===== src/rtl/jtframe_lfbuf_memctl_pkg.sv =====
// Shared types and address layout for the line-frame-buffer memory sequencer.
// Holds the sequencer state encoding and helpers that place the frame bit,
// line number and pixel index inside the external memory address.
package jtframe_lfbuf_memctl_pkg;

  typedef enum logic [2:0] {
    ST_IDLE    = 3'd0,
    ST_RD      = 3'd1,
    ST_WR_ADDR = 3'd2,
    ST_WR_REQ  = 3'd3,
    ST_WR_CLR  = 3'd4,
    ST_DONE    = 3'd5
  } state_e;

  // Memory address is {frame, line, pixel}, pixel in the LSBs
  localparam int unsigned PIX_LSB = 0;

  function automatic int unsigned line_lsb(input int unsigned hw);
    return hw;
  endfunction

  function automatic int unsigned frame_bit(input int unsigned vw, input int unsigned hw);
    return vw + hw;
  endfunction

  function automatic int unsigned addr_width(input int unsigned vw, input int unsigned hw);
    return 1 + vw + hw;
  endfunction

endpackage


===== src/rtl/jtframe_lfbuf_memctl.sv =====
// Line-frame-buffer memory sequencer.
// Each line: during H-blank reads the next display line (vrender) from the
// displayed frame (~frame) into the screen buffer, then dumps the completed
// object line (ln_v) into the drawing frame, clearing each buffer word.
// Ports:
//   clk, rst               clock, async active-high reset
//   lhbl, lvbl             blanking inputs (active low)
//   vrender, frame         read line / drawing frame select
//   ln_hs, ln_v            core line start pulse and its line number
//   line                   line-buffer half owned by the core
//   fb_addr/fb_din/fb_clr  dump-side buffer port (1-cycle read latency)
//   fb_done                one-cycle pulse when a dump completes
//   rd_addr/fb_dout/scr_we screen-buffer write port
//   mem_*                  16-bit external memory request/ack port
//   rd_ovf                 sticky read-overflow flag, cleared on lvbl fall
module jtframe_lfbuf_memctl
  import jtframe_lfbuf_memctl_pkg::*;
#(
  parameter int unsigned VW   = 8,
  parameter int unsigned HW   = 9,
  parameter int unsigned HLEN = 256
) (
  input  logic                  clk,
  input  logic                  rst,
  input  logic                  lhbl,
  input  logic                  lvbl,
  input  logic [VW-1:0]         vrender,
  input  logic                  frame,
  input  logic                  ln_hs,
  input  logic [VW-1:0]         ln_v,
  output logic                  line,
  output logic [HW-1:0]         fb_addr,
  input  logic [15:0]           fb_din,
  output logic                  fb_clr,
  output logic                  fb_done,
  output logic [HW-1:0]         rd_addr,
  output logic [15:0]           fb_dout,
  output logic                  scr_we,
  output logic                  mem_req,
  output logic                  mem_we,
  output logic [VW+HW:0]        mem_addr,
  output logic [15:0]           mem_din,
  input  logic [15:0]           mem_dout,
  input  logic                  mem_ack,
  output logic                  rd_ovf
);

  localparam int unsigned AW        = addr_width(VW, HW);
  localparam int unsigned FRAME_POS = frame_bit(VW, HW);
  localparam int unsigned LINE_POS  = line_lsb(HW);
  localparam logic [HW-1:0] LAST    = HW'(HLEN - 1);

  function automatic logic [AW-1:0] mk_addr(input logic f, input logic [VW-1:0] ln,
                                            input logic [HW-1:0] px);
    return (AW'(f) << FRAME_POS) | (AW'(ln) << LINE_POS) | (AW'(px) << PIX_LSB);
  endfunction

  state_e          state_q, state_d;
  logic [HW-1:0]   cnt_q, cnt_d;
  logic [VW-1:0]   rd_line_q, rd_line_d;
  logic [VW-1:0]   wr_line_q, wr_line_d;
  logic            wr_job_q, wr_job_d;
  logic            armed_q, armed_d;
  logic            hb_pend_q, hb_pend_d;
  logic            lhbl_l_q, lhbl_l_d;
  logic            lvbl_l_q, lvbl_l_d;
  logic            line_q, line_d;
  logic [HW-1:0]   fb_addr_q, fb_addr_d;
  logic            fb_clr_q, fb_clr_d;
  logic            fb_done_q, fb_done_d;
  logic [HW-1:0]   rd_addr_q, rd_addr_d;
  logic [15:0]     fb_dout_q, fb_dout_d;
  logic            scr_we_q, scr_we_d;
  logic            mem_req_q, mem_req_d;
  logic            mem_we_q, mem_we_d;
  logic [AW-1:0]   mem_addr_q, mem_addr_d;
  logic [15:0]     mem_din_q, mem_din_d;
  logic            rd_ovf_q, rd_ovf_d;

  logic            hb_fall_c, vb_fall_c, rd_end_c, wr_job_c;

  assign line     = line_q;
  assign fb_addr  = fb_addr_q;
  assign fb_clr   = fb_clr_q;
  assign fb_done  = fb_done_q;
  assign rd_addr  = rd_addr_q;
  assign fb_dout  = fb_dout_q;
  assign scr_we   = scr_we_q;
  assign mem_req  = mem_req_q;
  assign mem_we   = mem_we_q;
  assign mem_addr = mem_addr_q;
  assign mem_din  = mem_din_q;
  assign rd_ovf   = rd_ovf_q;

  // Next-state and registered-output logic
  always_comb begin
    state_d    = state_q;
    cnt_d      = cnt_q;
    rd_line_d  = rd_line_q;
    wr_line_d  = wr_line_q;
    wr_job_d   = wr_job_q;
    line_d     = line_q;
    fb_addr_d  = fb_addr_q;
    rd_addr_d  = rd_addr_q;
    fb_dout_d  = fb_dout_q;
    mem_req_d  = mem_req_q;
    mem_we_d   = mem_we_q;
    mem_addr_d = mem_addr_q;
    mem_din_d  = mem_din_q;
    rd_ovf_d   = rd_ovf_q;
    fb_clr_d   = 1'b0;
    fb_done_d  = 1'b0;
    scr_we_d   = 1'b0;
    lhbl_l_d   = lhbl;
    lvbl_l_d   = lvbl;
    rd_end_c   = 1'b0;
    wr_job_c   = wr_job_q;

    hb_fall_c  = lhbl_l_q & ~lhbl;
    vb_fall_c  = lvbl_l_q & ~lvbl;
    hb_pend_d  = hb_pend_q | hb_fall_c;
    armed_d    = armed_q | ln_hs;
    if (vb_fall_c) rd_ovf_d = 1'b0;

    case (state_q)
      ST_IDLE: begin
        if (hb_pend_q) begin
          // keep an edge arriving in the same cycle the pending one is served
          hb_pend_d = hb_fall_c;
          cnt_d     = '0;
          if (armed_q) begin
            line_d    = ~line_q;
            wr_line_d = ln_v;
            wr_job_c  = 1'b1;
            armed_d   = ln_hs;
          end
          wr_job_d = wr_job_c;
          if (lvbl) begin
            rd_line_d  = vrender;
            mem_req_d  = 1'b1;
            mem_we_d   = 1'b0;
            mem_addr_d = mk_addr(~frame, vrender, '0);
            state_d    = ST_RD;
          end else if (wr_job_c) begin
            fb_addr_d = '0;
            state_d   = ST_WR_ADDR;
          end
        end
      end

      ST_RD: begin
        if (mem_req_q) begin
          // an issued request always waits for its ack, even past H-blank
          if (mem_ack) begin
            scr_we_d  = 1'b1;
            rd_addr_d = cnt_q;
            fb_dout_d = mem_dout;
            mem_req_d = 1'b0;
            if (cnt_q == LAST) begin
              rd_end_c = 1'b1;
            end else if (lhbl) begin
              rd_end_c = 1'b1;
              rd_ovf_d = 1'b1;
            end else begin
              cnt_d = cnt_q + HW'(1);
            end
          end
        end else if (lhbl) begin
          rd_end_c = 1'b1;
          rd_ovf_d = 1'b1;
        end else begin
          mem_req_d  = 1'b1;
          mem_addr_d = mk_addr(~frame, rd_line_q, cnt_q);
        end
        if (rd_end_c) begin
          cnt_d = '0;
          if (wr_job_q) begin
            fb_addr_d = '0;
            state_d   = ST_WR_ADDR;
          end else begin
            state_d = ST_IDLE;
          end
        end
      end

      // fb_addr already points at cnt; fb_din is valid next cycle
      ST_WR_ADDR: state_d = ST_WR_REQ;

      ST_WR_REQ: begin
        if (!mem_req_q) begin
          mem_req_d  = 1'b1;
          mem_we_d   = 1'b1;
          mem_addr_d = mk_addr(frame, wr_line_q, cnt_q);
          mem_din_d  = fb_din;
        end else if (mem_ack) begin
          mem_req_d = 1'b0;
          fb_clr_d  = 1'b1;
          state_d   = ST_WR_CLR;
        end
      end

      ST_WR_CLR: begin
        if (cnt_q == LAST) begin
          cnt_d     = '0;
          fb_done_d = 1'b1;
          state_d   = ST_DONE;
        end else begin
          cnt_d     = cnt_q + HW'(1);
          fb_addr_d = cnt_q + HW'(1);
          state_d   = ST_WR_ADDR;
        end
      end

      ST_DONE: begin
        wr_job_d = 1'b0;
        state_d  = ST_IDLE;
      end

      default: state_d = ST_IDLE;
    endcase
  end

  // State and output registers
  always_ff @(posedge clk or posedge rst) begin
    if (rst) begin
      state_q    <= ST_IDLE;
      cnt_q      <= '0;
      rd_line_q  <= '0;
      wr_line_q  <= '0;
      wr_job_q   <= 1'b0;
      armed_q    <= 1'b0;
      hb_pend_q  <= 1'b0;
      lhbl_l_q   <= 1'b0;
      lvbl_l_q   <= 1'b0;
      line_q     <= 1'b0;
      fb_addr_q  <= '0;
      fb_clr_q   <= 1'b0;
      fb_done_q  <= 1'b0;
      rd_addr_q  <= '0;
      fb_dout_q  <= '0;
      scr_we_q   <= 1'b0;
      mem_req_q  <= 1'b0;
      mem_we_q   <= 1'b0;
      mem_addr_q <= '0;
      mem_din_q  <= '0;
      rd_ovf_q   <= 1'b0;
    end else begin
      state_q    <= state_d;
      cnt_q      <= cnt_d;
      rd_line_q  <= rd_line_d;
      wr_line_q  <= wr_line_d;
      wr_job_q   <= wr_job_d;
      armed_q    <= armed_d;
      hb_pend_q  <= hb_pend_d;
      lhbl_l_q   <= lhbl_l_d;
      lvbl_l_q   <= lvbl_l_d;
      line_q     <= line_d;
      fb_addr_q  <= fb_addr_d;
      fb_clr_q   <= fb_clr_d;
      fb_done_q  <= fb_done_d;
      rd_addr_q  <= rd_addr_d;
      fb_dout_q  <= fb_dout_d;
      scr_we_q   <= scr_we_d;
      mem_req_q  <= mem_req_d;
      mem_we_q   <= mem_we_d;
      mem_addr_q <= mem_addr_d;
      mem_din_q  <= mem_din_d;
      rd_ovf_q   <= rd_ovf_d;
    end
  end

endmodule

===== config.mk =====
export PLATFORM = sky130hd
export DESIGN_NAME = jtframe_lfbuf_memctl
export DESIGN_NICKNAME = d
export VERILOG_FILES = /design/src/rtl/jtframe_lfbuf_memctl_pkg.sv /design/src/rtl/jtframe_lfbuf_memctl.sv
export SDC_FILE = /design/constraint.sdc
export NUM_CORES = 1
export LEC_CHECK = 0
export BUFFER_PORTS_ARGS = -buffer_cell sky130_fd_sc_hd__buf_4
export CORE_MARGIN = 8
export CORE_UTILIZATION = 47
export CTS_CLUSTER_SIZE = 12
export DETAILED_ROUTE_END_ITERATION = 7
export PLACE_DENSITY = 0.78
export SYNTH_ARGS = -nofsm -noshare
export SYNTH_HDL_FRONTEND = slang
export SYNTH_SLANG_ARGS = --single-unit

===== constraint.sdc =====
create_clock -name clk -period 3.2 [get_ports clk]
set_input_delay 0.16 -clock clk [delete_from_list [all_inputs] [get_ports clk]]
set_output_delay 0.16 -clock clk [all_outputs]
set_load 0.05 [all_outputs]

### After elaboration in Yosys (flattened, before gate mapping)

Cells that the tools add are included.
W data, S select, Z words.

* logic and storage cells: 143
* flip-flop bits (word level): 108
* memories kept: 0
* input port bits: 55
* memory bits (read-only): 0
* bits in latches: 0
* output and inout port bits: 75
* bits in writable memories: 0

* multiplexer cells: 68
* bitwise logic cells: 14
* shift operators: 0
* add/subtract/negate cells: 1
* reductions and logical operators: 16
* eq/ne operators: 23
* order comparisons: 0
* multiply operators: 0
* divide/modulo/power cells: 0

Operator list (number)
* $mux W9: 13
* $mux W18: 5
* $or A18 B17 Y18: 3
* $pmux W18 S3: 1
* $pmux W9 S3: 2
* $or A18 B9 Y18: 2
* $mux W1: 35
* $ne A2 B2 Y1 const B: 11
* $mux W3: 7
* $pmux W3 S5: 1
* $ne A3 B3 Y1 const B: 4
* $reduce_and A3 Y1: 4
* $reduce_and A6 Y1: 2
* $add A9 B1 Y9 const B: 1
* $eq A9 B8 Y1 const B: 1
* $reduce_and A7 Y1: 1
* $eq A3 B2 Y1 const B: 2
* $eq A3 B3 Y1 const B: 2
* $reduce_bool A3 Y1: 2
* $not A1 Y1: 5
* $reduce_and A5 Y1: 1
* $pmux W1 S2: 2
* $reduce_and A2 Y1: 2
* $reduce_and A4 Y1: 1
* 9 further kinds: 12

### Depth between registers and ports, before layout

Gate-level depths: netlist of run 1.

* word-level depth: 8
* gate-level depth with buffers: 10
* mapped depth without buffers: 9

### Worst setup path after synthesis of run 1

Ideal clock, no wire load.

* path type: register -> register
* from: reg cnt_q[0]
* to: reg fb_addr_q[2] (netlist: fb_addr[2])
* clock period less this slack: 2.378 ns
* path buffers: 1
* data required time: 3.079 ns
* setup slack: 0.822 ns
* setup time: 0.121 ns
* arrival: 2.257 ns
* stages on the path, launching flop included: 11
* cells stage by stage: dfrtp_1 > ha_1 > and4_1 > nand4_1 > inv_1 > ha_1 > buf_2 > mux2_2 > a22oi_4 > nand3b_4 > a22o_1

* word-level cells in the longest chain between the ends: 7
* elaborated cells on any way between the ends: 11
* those cells by class: add/sub: 1; eq/ne: 3; mux: 6; reduce/logical: 1

RTL lines
* from (decl): RTL line jtframe_lfbuf_memctl.sv:59 `logic [HW-1:0] cnt_q, cnt_d;`
* from (signal assigned): RTL line jtframe_lfbuf_memctl.sv:249 `cnt_q <= cnt_d;`
* $eq A9 B8 Y1: RTL line jtframe_lfbuf_memctl.sv:159, jtframe_lfbuf_memctl.sv:203
* $mux W1: RTL line jtframe_lfbuf_memctl.sv:159 `if (cnt_q == LAST) begin`
* $mux W1: RTL line jtframe_lfbuf_memctl.sv:154 `if (mem_ack) begin`
* $mux W1: RTL line jtframe_lfbuf_memctl.sv:152 `if (mem_req_q) begin`
* $mux W1: RTL line jtframe_lfbuf_memctl.sv:125 `case (state_q)`
* $ne A2 B2 Y1 (no source line)
* $reduce_and A7 Y1 (no source line)
* to (signal assigned): RTL line jtframe_lfbuf_memctl.sv:258 `fb_addr_q <= fb_addr_d;`
* to (decl): RTL line jtframe_lfbuf_memctl.sv:68 `logic [HW-1:0] fb_addr_q, fb_addr_d;`

Parallel ways exist; a longest one is shown, timed or not. The select of a mux whose other input is x is not followed.
A chain may end at the register's enable or synchronous reset.

### Worst setup path in the final report of run 1

* from: reg cnt_q[0]
* to: reg fb_addr_q[6] (netlist: fb_addr[6])

The elaborated chain is that of the path after synthesis.

==> metrics.txt, run 1 <==
Placer Congestion=between 0.8 and 0.9; crit path cell chain=ha_1 > and4_1 > nand4_1 > inv_1 > ha_1 > a21oi_1 > o21ai_0 > nand3b_4 > a22o_1; wire length on met3=914 um; met2 WL=5950 um; Via density=around 5.3; Fin. Hold Viols=0; core area=a little under 10000 um^2; largest net degree at the start of global routing=71; WP data arrival=between 3 and 4 ns; Hold Path Class=in -> reg; post-detail-place hpwl=8380 um; EDFF count, synth=0; share of the synthesized area in the top cell type=between 50% and 60%; Die X=around 120 um; sequential share of power=36.4%; Final period util=between 80% and 90%; Setup crit end kind=register; Mapped Nets=440; Top FF cell, synth=dfrtp_1; synth warn=0; Initial Util=48.5%; Crit path max-delay family=compound AO/OA/AOI/OAI gates; CP Buf/Inv Count=1; Post CTS Setup Buffer Count=0; Root Driver=clkbuf_8; wire per inst=~18 um; Slew @ Worst Pin=slightly below 1 ns; Crit Path Class=reg -> reg; post_cts resized=0; maxcap violations=0; GRT overflow=0; Sw Share=between 40% and 50%; final net count=a little under 600; cell-internal power=about 3.3 mW; highest routed layer=met4; detailed-route via count=~3500; Rows=36; Final Setup Violations=0; final worst clock skew=0.0165 ns; Post-Syn Area per Cell=between 10 and 15 um^2; vias in the first global route=3659; Yosys reg bits=about 110; Port Buffers=about 130; Final ANT Viol Nets=0; CTS Sinks=108; asr flop ratio synth=100%; Synth Instances=around 380; total CTS buffers=9; clock-pin slew on the worst setup and hold paths=approximately 0.11 ns; Comb power frac=roughly 50%; Area Growth Syn to Fin=29.9%; Cell Pwr Density=between 900 and 1000 nW/um^2; Top Ports=130; CTS HTree Levels=3; Distinct cells, synth=52; clock network power share=approximately 12%; minimum clock period=2.73 ns; max-slew violations=0; WL met1=4580 um; gr usage total=roughly 17%; initial drt markers=roughly 190; Clock Tree Buf Depth=2; ranking of synthesized cells by area=dfrtp_1 57%, mux2_2 14%, nand2_1 3.1%, o21ai_0 2.4%, mux2i_1 1.9%; # DRC=0; post-synthesis sequential area ratio=a little under three fifths; share of layout cells above drive strength 1=41.9%; CP Data Required Time=between 3 and 4 ns; most used cell, CP=ha_1; highest-delay cell along the critical path=dfrtp_1; slowest stage delay, CP=0.48 ns; initial antenna violation count=1; status=finished clean; Die ar.=~14000 um^2; critical path peak fanout=10; Max Fclk=roughly 370 MHz; Design Area, Final=a little over 6000 um^2; Cell Area, Placed=5800 um^2; startpoint class of the critical path=register; Filler cells=between 700 and 800; LEAKAGE=between 2 and 3 nW; die height=between 100 and 150 um; DRT Pass-1 Iters=4; most frequent cells in the layout=132 x buf_4, 108 x dfrtp_1, 58 x mux2_2; unrepaired setup endpoints after global routing=false; first-pass GRT wire length=~18000 um; Rel. slew slack=around a third; clk_lat worst skew=about 0.38 ns; DRT Wirelength=roughly 12000 um; P_sw=between 2 and 3 mW; TritonCTS clock tree=yes; setup TNS=0 ns; Yosys top cell by area=dfrtp_1; Cell Area, Synth=around 4700 um^2; most common cell after layout, fill and taps aside=buf_4; Final Core Density=a little over three fifths; VDD IR max=slightly below 0.0006 V
cells in the mapped netlist, drive strengths merged, types with 4 or more instances:
master  number
a21oi       16
a22o         5
a31oi        7
buf         15
clkbuf       4
dfrtp      108
inv         12
mux2        59
mux2i        9
nand2       42
nand2b       6
nand3        4
nor2        17
nor3         4
o21ai       23
o31ai        5
xnor2        5
metrics by stage:
| step | instances | hold slack [ns] | setup WS (ns) | total power, mW |
|---|---|---|---|---|
| 2_1_floorplan | 382 | 0.191 | 0.194 | 4.52 |
| 3_3_place_gp | 629 | 0.345 | 0.637 | 5.32 |
| 3_5_place_dp | 629 | 0.346 | 0.510 | 5.41 |
| 4_1_cts | 660 | 0.000422 | 0.476 | 6.18 |
| 5_1_grt | 664 | 0.00156 | 0.223 | 6.46 |
| 6_report | 664 | 0.0126 | 0.465 | 6.14 |
path summary, 6_finish.rpt:
path                            from          to  slack [ns]  cells after the start
setup / recovery            cnt_q[0]  fb_addr[6]        0.47                      9
hold / removal             fb_din[1]  mem_din[1]        0.01                      2
setup reg to reg            cnt_q[0]  fb_addr[6]        0.47                      9
hold reg to reg                 line        line        0.49                      1
max in group asynchronous        rst     fb_done        1.94                      4
min in group asynchronous        rst  mem_din[8]        0.52                      3
power groups by stage:
stage                     clock (mW)  combinational (mW)  sequential, mW
after detailed placement           0                3.16            2.25
after CTS                      0.780                3.18            2.23
after global routing           0.824                3.34            2.30
after global placement             0                3.10            2.22
final                          0.761                3.15            2.23
after floorplan                    0                1.32            3.20
logic make-up (layout without fill, tap and decap cells):
kind of cell,count (synthesis),in the layout,share of synthesized area (%)
adders and majority gates,3,3,0.791
AOI/OAI and AO/OA,76,76,11.0
muxes,68,68,15.9
DFF,108,108,57.0
buffers and inverters,31,179,3.48
other,0,1,0
and+or+nand+nor,88,88,10.3
xor gates and xnor gates,8,8,1.48
sequential cells by signal, indices dropped and copies added (netlist names), 3 cells and up:
signal,count
mem_din,16
wr_line_q,8
rd_line_q,8
fb_addr,9
fb_dout,16
state_q,3
mem_addr,18
cnt_q,9
rd_addr,9
area by class of cell:
cell class              count  area [um^2]  share of cell area [%]
clock buffers              11          131                    2.13
multi-input cells         243         1880                    30.4
diodes                      1         2.50                  0.0406
flip-flops and latches    108         2700                    43.9
repair buffers            152         1200                    19.5
clock inverters             4         35.0                   0.569
well taps                 133          166                    2.70
inverters                  12         47.5                   0.772
metal layers:
layer  global-route usage [%]  vias up
li1                         -     1642
met1                     20.2     1756
met2                     29.2      114
met3                     6.20       17
met4                     5.79        0
met5                        0        -
timing repair:
action,4_1_cts,5_1_grt
hold buffers,16,3
hold endpoints to repair,51,3
endpoints found under the setup margin,0,0
Note: power is estimated with default switching activity, not from simulation.
==> run 2: changes to the inputs <==
--- a/config.mk
+++ b/config.mk
@@ -7,10 +7,10 @@
 export LEC_CHECK = 0
 export BUFFER_PORTS_ARGS = -buffer_cell sky130_fd_sc_hd__buf_4
 export CORE_MARGIN = 8
-export CORE_UTILIZATION = 47
+export CORE_UTILIZATION = 37
 export CTS_CLUSTER_SIZE = 12
 export DETAILED_ROUTE_END_ITERATION = 7
-export PLACE_DENSITY = 0.78
+export PLACE_DENSITY = 0.64
 export SYNTH_ARGS = -nofsm -noshare
 export SYNTH_HDL_FRONTEND = slang
 export SYNTH_SLANG_ARGS = --single-unit
==> metrics.txt, run 2 (synthesized netlist as in run 1, its figures left out) <==
status=finished with violations; violated checks=hold timing; post-detail-place hpwl=approximately 8400 um; Cell Pwr Density=about 1000 nW/um^2; initial antenna violation count=0; highest-delay cell along the critical path=dfrtp_1; final net count=570; clock-pin slew on the worst setup and hold paths=0.07 ns; Hold Slack=-0.0124 ns; core area=about 13000 um^2; CP Buf/Inv Count=1; DRT Pass-1 Iters=4; setup TNS=0 ns; Top Ports=130; Port Buffers=~130; Design Power=between 6 and 7 mW; CTS HTree Levels=3; Via density=a little under 5; Crit Path Class=reg -> reg; clk_lat worst skew=approximately 0.35 ns; Initial Util=a little under two fifths; wire per inst=about 17 um; Crit path max-delay family=compound AO/OA/AOI/OAI gates; Setup crit end kind=register; minimum clock period=2.73 ns; Max Fclk=between 300 and 400 MHz; post_cts resized=0; detailed-route via count=between 3000 and 4000; gr usage total=between 10% and 20%; most frequent cells in the layout=135 x buf_4, 108 x dfrtp_1, 58 x mux2_2; Clock Tree Buf Depth=2; slowest stage delay, CP=roughly 0.49 ns; max reg flops=18; CTS Sinks=about 110; first-pass GRT wire length=18600 um; startpoint class of the critical path=register; total CTS buffers=9; Placer Congestion=about 0.82; unrepaired setup endpoints after global routing=false; Die X=between 100 and 150 um; largest net degree at the start of global routing=73; # DRC=0; most common cell after layout, fill and taps aside=buf_4; Slew @ Worst Pin=0.888 ns; max-slew violations=0; GRT overflow=0; setup slack, reg-to-reg=roughly 0.47 ns; ANT cells=0; Rows=between 40 and 50; Root Driver=clkbuf_16; Rel. slew slack=40.8%; CP Data Required Time=between 3 and 4 ns; most used cell, CP=ha_1; LEAKAGE=slightly below 3 nW; VDD IR max=around 0.00062 V; Area Growth Syn to Fin=30.2%; initial drt markers=between 150 and 200; TritonCTS clock tree=yes; share of layout cells above drive strength 1=a little over two fifths; maxcap violations=0; Fin. Hold Viols=9; Final Setup Violations=0; Die ar.=between 15000 and 20000 um^2; die height=between 100 and 150 um; WP data arrival=between 2 and 3 ns; DRT Wirelength=roughly 12000 um; critical path peak fanout=10; Hold Path Class=in -> async; Final ANT Viol Nets=0; vias in the first global route=3562; final worst clock skew=0.00502 ns; crit path cell chain=ha_1 > and4_1 > nand4_1 > inv_1 > ha_1 > a21oi_1 > o21ai_0 > nand3b_4 > a22o_1; Final period util=between 80% and 90%
run 2: changes by cell type in the layout (fill, tap and decap cells not counted), sizes merged:
cell	change
clkinvlp	-2
clkbuf	+2
diode	-1
dlygate4sd3	-16
clkinv	+2
inv	-1
buf	+2
run 2: what timing repair did:
action	in CTS	in global routing
buffers inserted	0	0
endpoints found under the hold margin	3	0
hold buffers	3	0
setup endpoints to repair	0	0
run 2: stage by stage:
stage	std cells	utilization (%)	hold WS [ns]	area, um^2	setup WS (ns)
after detailed placement	670	46.6	0.349	5850	0.500
after CTS	689	49.1	0.0132	6170	0.472
after global placement	670	46.6	0.349	5850	0.597
final	689	49.1	-0.0124	6170	0.470
after floorplan	382	-	0.191	4740	0.194
after global routing	689	49.1	0.0206	6170	0.204
run 2: where the power goes:
group	total, mW	leakage (nW)	internal (mW)	switching, mW
Clock	1.08	0.146	0.593	0.492
Sequential	2.23	1.37	1.84	0.391
Combinational	3.13	1.41	1.14	1.99
run 2: final timing paths:
path | to | depth (start not counted) | startpoint
max | fb_addr[5] | 9 | cnt_q[0]
min reg2reg | line | 1 | line
min | mem_din[0] | 2 | rst
max reg2reg | fb_addr[5] | 9 | cnt_q[0]
max in group asynchronous | fb_dout[10] | 3 | rst
min in group clk | mem_din[3] | 2 | fb_din[3]
run 2: routing by layer:
| metal | global-route usage [%] | up-vias | routed length [um] |
|---|---|---|---|
| met5 | 0 | - | 0 |
| met4 | 5.04 | 0 | 184 |
| met3 | 5.59 | 14 | 1050 |
| met2 | 21.2 | 101 | 5260 |
| met1 | 18.1 | 1644 | 5030 |
| li1 | - | 1606 | - |
run 2: area by class of cell:
cell class | count | area [um^2]
timing repair buffer | 138 | 1040
sequential | 108 | 2700
clock inverter | 3 | 18.8
inverter | 12 | 47.5
clock buffer | 13 | 270
tap | 172 | 215
multi-input combinational | 243 | 1880
fill | 1156 | 6390
